<file path="src/rtl/seven_seg_scan_pkg.sv">
// rtl/seven_seg_scan_pkg.sv - shared constants and types for the seven-segment scanner
package seven_seg_scan_pkg;

  localparam logic [6:0] SEG_BLANK = 7'h7F;
  localparam logic [7:0] DIG_OFF   = 8'hFF;

  // Active-low segment patterns, bit0=a .. bit6=g; entry n is the glyph for hex digit n.
  localparam logic [15:0][6:0] HEX_SEG = {
    7'h0E, 7'h06, 7'h21, 7'h46, 7'h03, 7'h08, 7'h10, 7'h00,
    7'h78, 7'h02, 7'h12, 7'h19, 7'h30, 7'h24, 7'h79, 7'h40
  };

  typedef logic [2:0] digit_idx_t;

  typedef struct packed {
    logic [31:0] x;
    logic [31:0] y;
    logic        page;
  } snap_t;

endpackage

</file>
<file path="src/rtl/seven_seg_scan_hex_to_seg.sv">
// rtl/seven_seg_scan_hex_to_seg.sv - combinational hex nibble to active-low segment decoder
module hex_to_seg
  import seven_seg_scan_pkg::*;
(
  input  logic [3:0] nib_i,
  output logic [6:0] seg_o
);

  assign seg_o = HEX_SEG[nib_i];

endmodule

</file>
<file path="src/rtl/seven_seg_scan.sv">
// rtl/seven_seg_scan.sv - 8-digit multiplexed display driver with per-frame snapshot of x/y
module seven_seg_scan
  import seven_seg_scan_pkg::*;
#(
  parameter int REFRESH_DIV = 100000
) (
  input  logic        Clk,
  input  logic        rst,
  input  logic [31:0] x,
  input  logic [31:0] y,
  input  logic        page,
  input  logic        freeze,
  input  logic        blank_lz,
  output logic [6:0]  out7,
  output logic [7:0]  en_out
);

  localparam int DIV_W = (REFRESH_DIV > 2) ? $clog2(REFRESH_DIV) : 1;
  localparam logic [DIV_W-1:0] DIV_LAST = DIV_W'(REFRESH_DIV - 1);

  logic [DIV_W-1:0] div_cnt_q, div_cnt_d;
  digit_idx_t       idx_q, idx_d;
  snap_t            snap_q, snap_d;
  logic [6:0]       out7_q, out7_d;
  logic [7:0]       en_q, en_d;

  logic        tick;
  logic        capture;
  logic [15:0] hw_x, hw_y, group;
  logic [1:0]  pos;
  logic [3:0]  nib;
  logic        upper_zero;
  logic        blank;
  logic [6:0]  seg_dec;

  assign tick    = (div_cnt_q == DIV_LAST);
  // Snapshot only at the frame boundary so a frame never mixes old and new digits.
  assign capture = tick && (idx_q == 3'd7) && !freeze;

  assign hw_x  = snap_q.page ? snap_q.x[31:16] : snap_q.x[15:0];
  assign hw_y  = snap_q.page ? snap_q.y[31:16] : snap_q.y[15:0];
  assign group = idx_q[2] ? hw_y : hw_x;
  assign pos   = idx_q[1:0];
  assign nib   = group[{pos, 2'b00} +: 4];

  // The digit and everything above it in its group must be zero to be a leading zero.
  assign upper_zero = ((group >> {pos, 2'b00}) == 16'd0);
  assign blank      = blank_lz && (pos != 2'd0) && upper_zero;

  hex_to_seg u_hex_to_seg (
    .nib_i (nib),
    .seg_o (seg_dec)
  );

  always_comb begin
    div_cnt_d = tick ? '0 : div_cnt_q + DIV_W'(1);
    idx_d     = tick ? idx_q + 3'd1 : idx_q;
    snap_d    = snap_q;
    if (capture) begin
      snap_d.x    = x;
      snap_d.y    = y;
      snap_d.page = page;
    end
    en_d   = ~(8'b1 << idx_q);
    out7_d = blank ? SEG_BLANK : seg_dec;
  end

  always_ff @(posedge Clk) begin
    if (rst) begin
      div_cnt_q <= '0;
      idx_q     <= '0;
      snap_q    <= '0;
      out7_q    <= SEG_BLANK;
      en_q      <= DIG_OFF;
    end else begin
      div_cnt_q <= div_cnt_d;
      idx_q     <= idx_d;
      snap_q    <= snap_d;
      out7_q    <= out7_d;
      en_q      <= en_d;
    end
  end

  assign out7   = out7_q;
  assign en_out = en_q;

endmodule

</file>
<file path="config.mk">
export PLATFORM = sky130hd
export DESIGN_NAME = seven_seg_scan
export DESIGN_NICKNAME = d
export VERILOG_FILES = /design/src/rtl/seven_seg_scan_pkg.sv /design/src/rtl/seven_seg_scan_hex_to_seg.sv /design/src/rtl/seven_seg_scan.sv
export SDC_FILE = /design/constraint.sdc
export NUM_CORES = 1
export LEC_CHECK = 0
export CAP_MARGIN = 20
export CELL_PAD_IN_SITES_DETAIL_PLACEMENT = 2
export CELL_PAD_IN_SITES_GLOBAL_PLACEMENT = 2
export CORE_MARGIN = 10
export CORE_UTILIZATION = 31
export CTS_CLUSTER_SIZE = 40
export DETAILED_ROUTE_END_ITERATION = 8
export GPL_ROUTABILITY_DRIVEN = 0
export PLACE_DENSITY_LB_ADDON = 0.1
export SLEW_MARGIN = 0
export SYNTH_ARGS = -nofsm -noshare
export SYNTH_HDL_FRONTEND = slang
export SYNTH_SLANG_ARGS = --single-unit
</file>
<file path="constraint.sdc">
create_clock -name Clk -period 2.9 [get_ports Clk]
set_clock_uncertainty 0.2 [all_clocks]
set_input_delay 0.725 -clock Clk [delete_from_list [all_inputs] [get_ports Clk]]
set_output_delay 0.725 -clock Clk [all_outputs]
set_load 0.05 [all_outputs]
</file>
* Word level (Yosys, flattened, before mapping)
Memory sizes are Yosys's and may differ from the RTL's. A register that Yosys moved wholly into a read port is not among the register bits.
Cells that the tools add are included.
** Storage, ports and cells
- Flip-flop bits (word level) :: 93
- Memory bits (read-only) :: 112
- Output and inout bits :: 15
- Memories :: 1
** Cells by class
- Add/sub/neg operators :: 2
- Equal/unequal tests :: 2
- Shifts and indexed selects :: 3
- Mux-type cells :: 3
- Bitwise operators :: 1
- Reductions and logical operators :: 9
** Memory list
- (name not given) :: depth 16, bits a word 7, read ports 1, clocked after memory_dff 1, write ports 0, line seven_seg_scan_hex_to_seg.sv:9 : assign seg_o = HEX_SEG[nib_i];
** Operator list (count)
- $mux W16 :: 3
- $add A17 B1 Y17 const B :: 1
- $eq A17 B17 Y1 const B :: 1
- $logic_not A16 Y1 :: 1
- $shiftx A16 B5 Y4 :: 1
- $shr A16 B4 Y16 :: 1
- $not A8 Y8 :: 1
- $shl A1 B3 Y8 const A :: 1
- $logic_and A1 B1 Y1 :: 4
- $reduce_or A2 Y1 :: 2
- $add A3 B1 Y3 const B :: 1
- $eq A3 B3 Y1 const B :: 1
- $reduce_bool A2 Y1 :: 1
- $logic_not A1 Y1 :: 1

* Longest topological paths before layout
- Word-level depth :: 6
- Depth in mapped cells :: 12
- Mapped depth without buffers :: 9

* Modules after synthesis
Synthesis repeated with hierarchy kept, for this count alone.
** Unflattened totals
- Cell total of the unflattened synthesis :: 444
- Area, all modules :: 4546.9 um^2
** Modules (own cells, without submodules)
- seven_seg_scan :: instances 1, cells each 412, area each 4271.6 um^2
- hex_to_seg :: instances 1, cells each 32, area each 275.3 um^2

* Least setup slack after synthesis
No wires, ideal clock.
- Path type :: register to register
- Start :: register idx_q[2]
- End :: register out7_q[3], in the netlist out7[3]
- Setup time :: 0.138 ns
- Data arrival time :: 2.230 ns
- Path slack :: 0.331 ns
- Cell stages (with the launch flop) :: 13
- Clock period less this slack :: 2.569 ns
- Cell sequence :: dfxtp_1 -> buf_6 -> buf_12 -> buf_6 -> mux4_2 -> nand2_1 -> and4_1 -> inv_1 -> ha_1 -> a21oi_1 -> o22ai_1 -> a21oi_1 -> o21ai_1
** Between the ends
- Longest elaborated chain between the ends :: 5
- Elaborated cells on any way between the ends :: 6
- Classes of those cells :: shift (2); mux (1); reduce/logical (3)
** Ends and longest elaborated chain
- start: declaration :: line seven_seg_scan.sv:22 : digit_idx_t idx_q, idx_d;
- start signal: assignment :: line seven_seg_scan.sv:77 : idx_q <= idx_d;
- $mux W16 * :: line seven_seg_scan.sv:42 : assign group = idx_q[2] ? hw_y : hw_x;
- $shr A16 B4 Y16 :: line seven_seg_scan.sv:47 : assign upper_zero = ((group >> {pos, 2'b00}) == 16'd0);
- $logic_not A16 Y1 :: line seven_seg_scan.sv:47
- $logic_and A1 B1 Y1 :: line seven_seg_scan.sv:48 : assign blank = blank_lz && (pos != 2'd0) && upper_zero;
- $reduce_or A2 Y1 (no line)
- end: declaration :: line seven_seg_scan.sv:24 : logic [6:0] out7_q, out7_d;
Every way passes the cells marked *; elsewhere a longest branch is shown, timed or not.
A chain may end at the register's enable or synchronous reset.

* Worst setup path in the final report
Ends and elaborated chain as after synthesis.

==> key figures <==
Status
  – Status: finished, final reports clean

Pwr
  – PwrDens: 453.5 mW/mm²
  – Logic pwr share: 0.059
  – Clock share of power: 0.423
  – Seq pwr share: 0.518
  – Worst vdd ir: 0.3826 mV
  – P_sw: 591.1 µW
  – Internal power: 2.086 mW
  – Leakage power: 2.018 nW
  – Sw Share: 0.2208

Run
  – Maxcap violations: 0

CTS
  – Setup bufs post-CTS: 0
  – Worst-path clk slew: 0.06 ns
  – Clock root buffer: clkbuf_16
  – Clk buf depth: 2
  – Num CTS Buffers: 9
  – Total clock sinks: 100
  – CTS H-tree depth: 3
  – CTS tree: done
  – Clock latency on the worst-skew pair: 0.36 ns

Final layout
  – Final core utilization: 0.4046
  – Layout cells sized above 1: 0.08646
  – Layout Nets: 689
  – Antenna Diode Count: 0
  – Layout area overhead: 27.41%
  – Fillcell total: between 1500 and 2000

Placement
  – Port bufs: 83
  – Dpl hpwl: ~11000 µm

Floorplan
  – Row cnt: 44
  – Die W: 142.3 µm
  – Boundary Pins: between 80 and 90
  – Initial Utilization: 0.3176
  – Die height: 142.3 µm
  – Die area: 0.02024 mm²
  – Core area: 0.01459 mm²

Synth
  – Seq cells post-synth: 100
  – Synth async-reset ratio: 0
  – Ys flop type: dfxtp_1
  – Post-synth cell types: 55
  – Adder-cell share of the synthesized area: 0.03241
  – Number of synthesized flops with an enable pin: 0
  – Mapped Area: around 0.0046 mm²
  – Mux share of post-synthesis cell area: 0.1121
  – Syn Area/Cell: 8.628 µm²
  – Top-area cell type share of the netlist area: 0.4321
  – Ranking of synthesized cells by area: dfxtp_1, nand2_1, a21oi_1
  – Seq/Total Area, Yosys: 0.4321
  – XOR/XNOR Fraction of Synth Area: 0.03025
  – Cells after synthesis: about 540
  – Syn. warnings: 0
  – Main combinational cell family by area after synthesis: simple AND/OR/NAND/NOR gates
  – Mapped Nets: ~620
  – Yosys top cell by area: dfxtp_1
  – Simple-Gate Fraction of Synth Area: 0.2185
  – Complex-gate fraction of the synthesized area: 0.1258

Drt
  – Initial drt markers: 210
  – Remaining DRCs: 0
  – Vias/cell: 5.029
  – DRT antenna net count: 0
  – Routed WL: about 15000 µm
  – Drt first pass iters: 5
  – Vias: 4008
  – Avg WL per Cell: about 18 µm

Global routing
  – Antenna violations before repair: 0
  – Aggregate global-route resource usage: 0.1467
  – GR Overflow Total: 0
  – Largest net degree at the start of global routing: a little under 80
  – Vias in the first global route: 4444
  – First-pass GRT wire length: 23620 µm

Timing
  – Worst slew pin tran: slightly above 0.8 ns
  – Setup TNS: 0 ns
  – Worst slew margin: 0.4592
  – RSZ-0062 raised after global routing: false
  – Post-route minimum period: 2.709 ns
  – Final Hold Viols: 0
  – Post-route clock period utilization: 0.9341
  – Final hold slack: 0.2547 ns
  – Slew Viols, Final: 0
  – FMAX: 369.1 MHz
  – Final setup viols: 0

Setup path
  – FF-to-FF setup slack: 0.19 ns
  – CP Data Required Time: a little under 3 ns
  – Max FO, Critical Path: 13
  – CP Class: reg2reg
  – Crit path capture type: flop
  – Critical Path Start Type: flop
  – CP Data Arrival Time: 2.73 ns

Worst hold path
  – Hold Crit Class: reg2reg
-- power by group through the flow --
stage	combinational (mW)	clock, mW	sequential, mW
after floorplan	0.0292	0	1.44
after global placement	0.158	0	1.42
after global routing	0.170	1.23	1.39
after detailed placement	0.161	0	1.42
final	0.159	1.13	1.39
after CTS	0.162	1.17	1.39
-- stage by stage --
stage | area (µm²) | std cells | setup slack (ns) | total power, mW
2_1_floorplan | 4633 | 537 | 0.3313 | 1.464
3_3_place_gp | 5625 | 781 | 0.1960 | 1.575
3_5_place_dp | 5625 | 781 | 0.05003 | 1.578
4_1_cts | 5897 | 797 | 0.003433 | 2.721
5_1_grt | 5903 | 797 | 0.02023 | 2.791
6_report | 5903 | 797 | 0.1910 | 2.677
-- final timing paths --
path                     end        from  depth (start not counted)
setup / recovery     out7[3]    idx_q[2]                         10
hold / removal    snap_q[54]  snap_q[54]                          2
setup reg to reg     out7[3]    idx_q[2]                         10
hold reg to reg   snap_q[54]  snap_q[54]                          2
-- critical path, stage by stage, from the launching register on --
cell     delay (ns)
dfxtp_2        0.38
buf_6          0.18
mux4_1         0.61
nand3_1        0.12
and4_1         0.25
inv_1          0.09
ha_1           0.26
a21oi_1        0.18
o22ai_1        0.10
a21oi_1        0.12
o21ai_1        0.08
-- final cells by class --
type | count | area (µm²) | share of cell area
timing repair buffer | 94 | 949.7 | 0.1609
inverter | 11 | 41.29 | 0.006994
multi-input combinational | 392 | 2407 | 0.4078
clock buffer | 13 | 250.2 | 0.04239
tap | 184 | 230.2 | 0.03900
clock inverter | 3 | 21.27 | 0.003603
sequential | 100 | 2003 | 0.3393
-- layout by cell type (no fill, tap or decap), drive strengths merged, types with 7 or more instances in the layout --
cell type and instances:
a21oi 80, buf 12, clkbuf 13, clkdlybuf4s50 82
dfxtp 100, ha 12, inv 11, mux4 16
nand2 158, nand3 9, nor2 36, nor3 12
xnor2 7, xor2 9
-- registers in the layout, summed over array words and instances, names as in the netlist --
signal and count:
snap_q 65, out7 7, en_out 8, div_cnt_q 17
idx_q 3
-- synth_stat cells, types with 2 or more instances --
cell type,instances
a2111o_1,2
a211oi_1,4
a21oi_1,79
and3_1,2
buf_2,12
buf_6,3
clkbuf_1,17
dfxtp_1,100
ha_1,12
inv_1,9
mux2_2,2
mux2i_4,3
mux4_1,8
mux4_2,8
nand2_1,158
nand2b_1,3
nand3_1,9
nand4_1,3
nor2_1,35
nor2b_1,2
nor3_1,11
o211ai_1,3
o21ai_0,2
o221ai_1,3
or2_2,2
or3_1,2
xnor2_1,7
xor2_1,9
-- routing by layer --
metal	vias to the layer above	GRT usage	routed length [µm]
met3	13	0.04039	564
met1	1964	0.1834	6848
met4	0	0.03927	214
met2	70	0.2422	7023
li1	1961	-	-
met5	-	0	0
-- logic make-up (layout without fill, tap and decap cells) --
group,after synthesis,count (layout)
and+or+nand+nor,239,239
AOI/OAI and AO/OA,101,101
DFF,100,100
buffers and inverters,45,121
muxes,24,24
xor gates and xnor gates,16,16
adders and majority gates,12,12
-- what timing repair did --
action / 4_1_cts / 5_1_grt
endpoints found under the setup margin: 0 / 7
endpoints found under the hold margin: 0 / 0
gates resized for setup: 0 / 3
hold buffers: 0 / 0
Power figures use the tool's default switching activity.
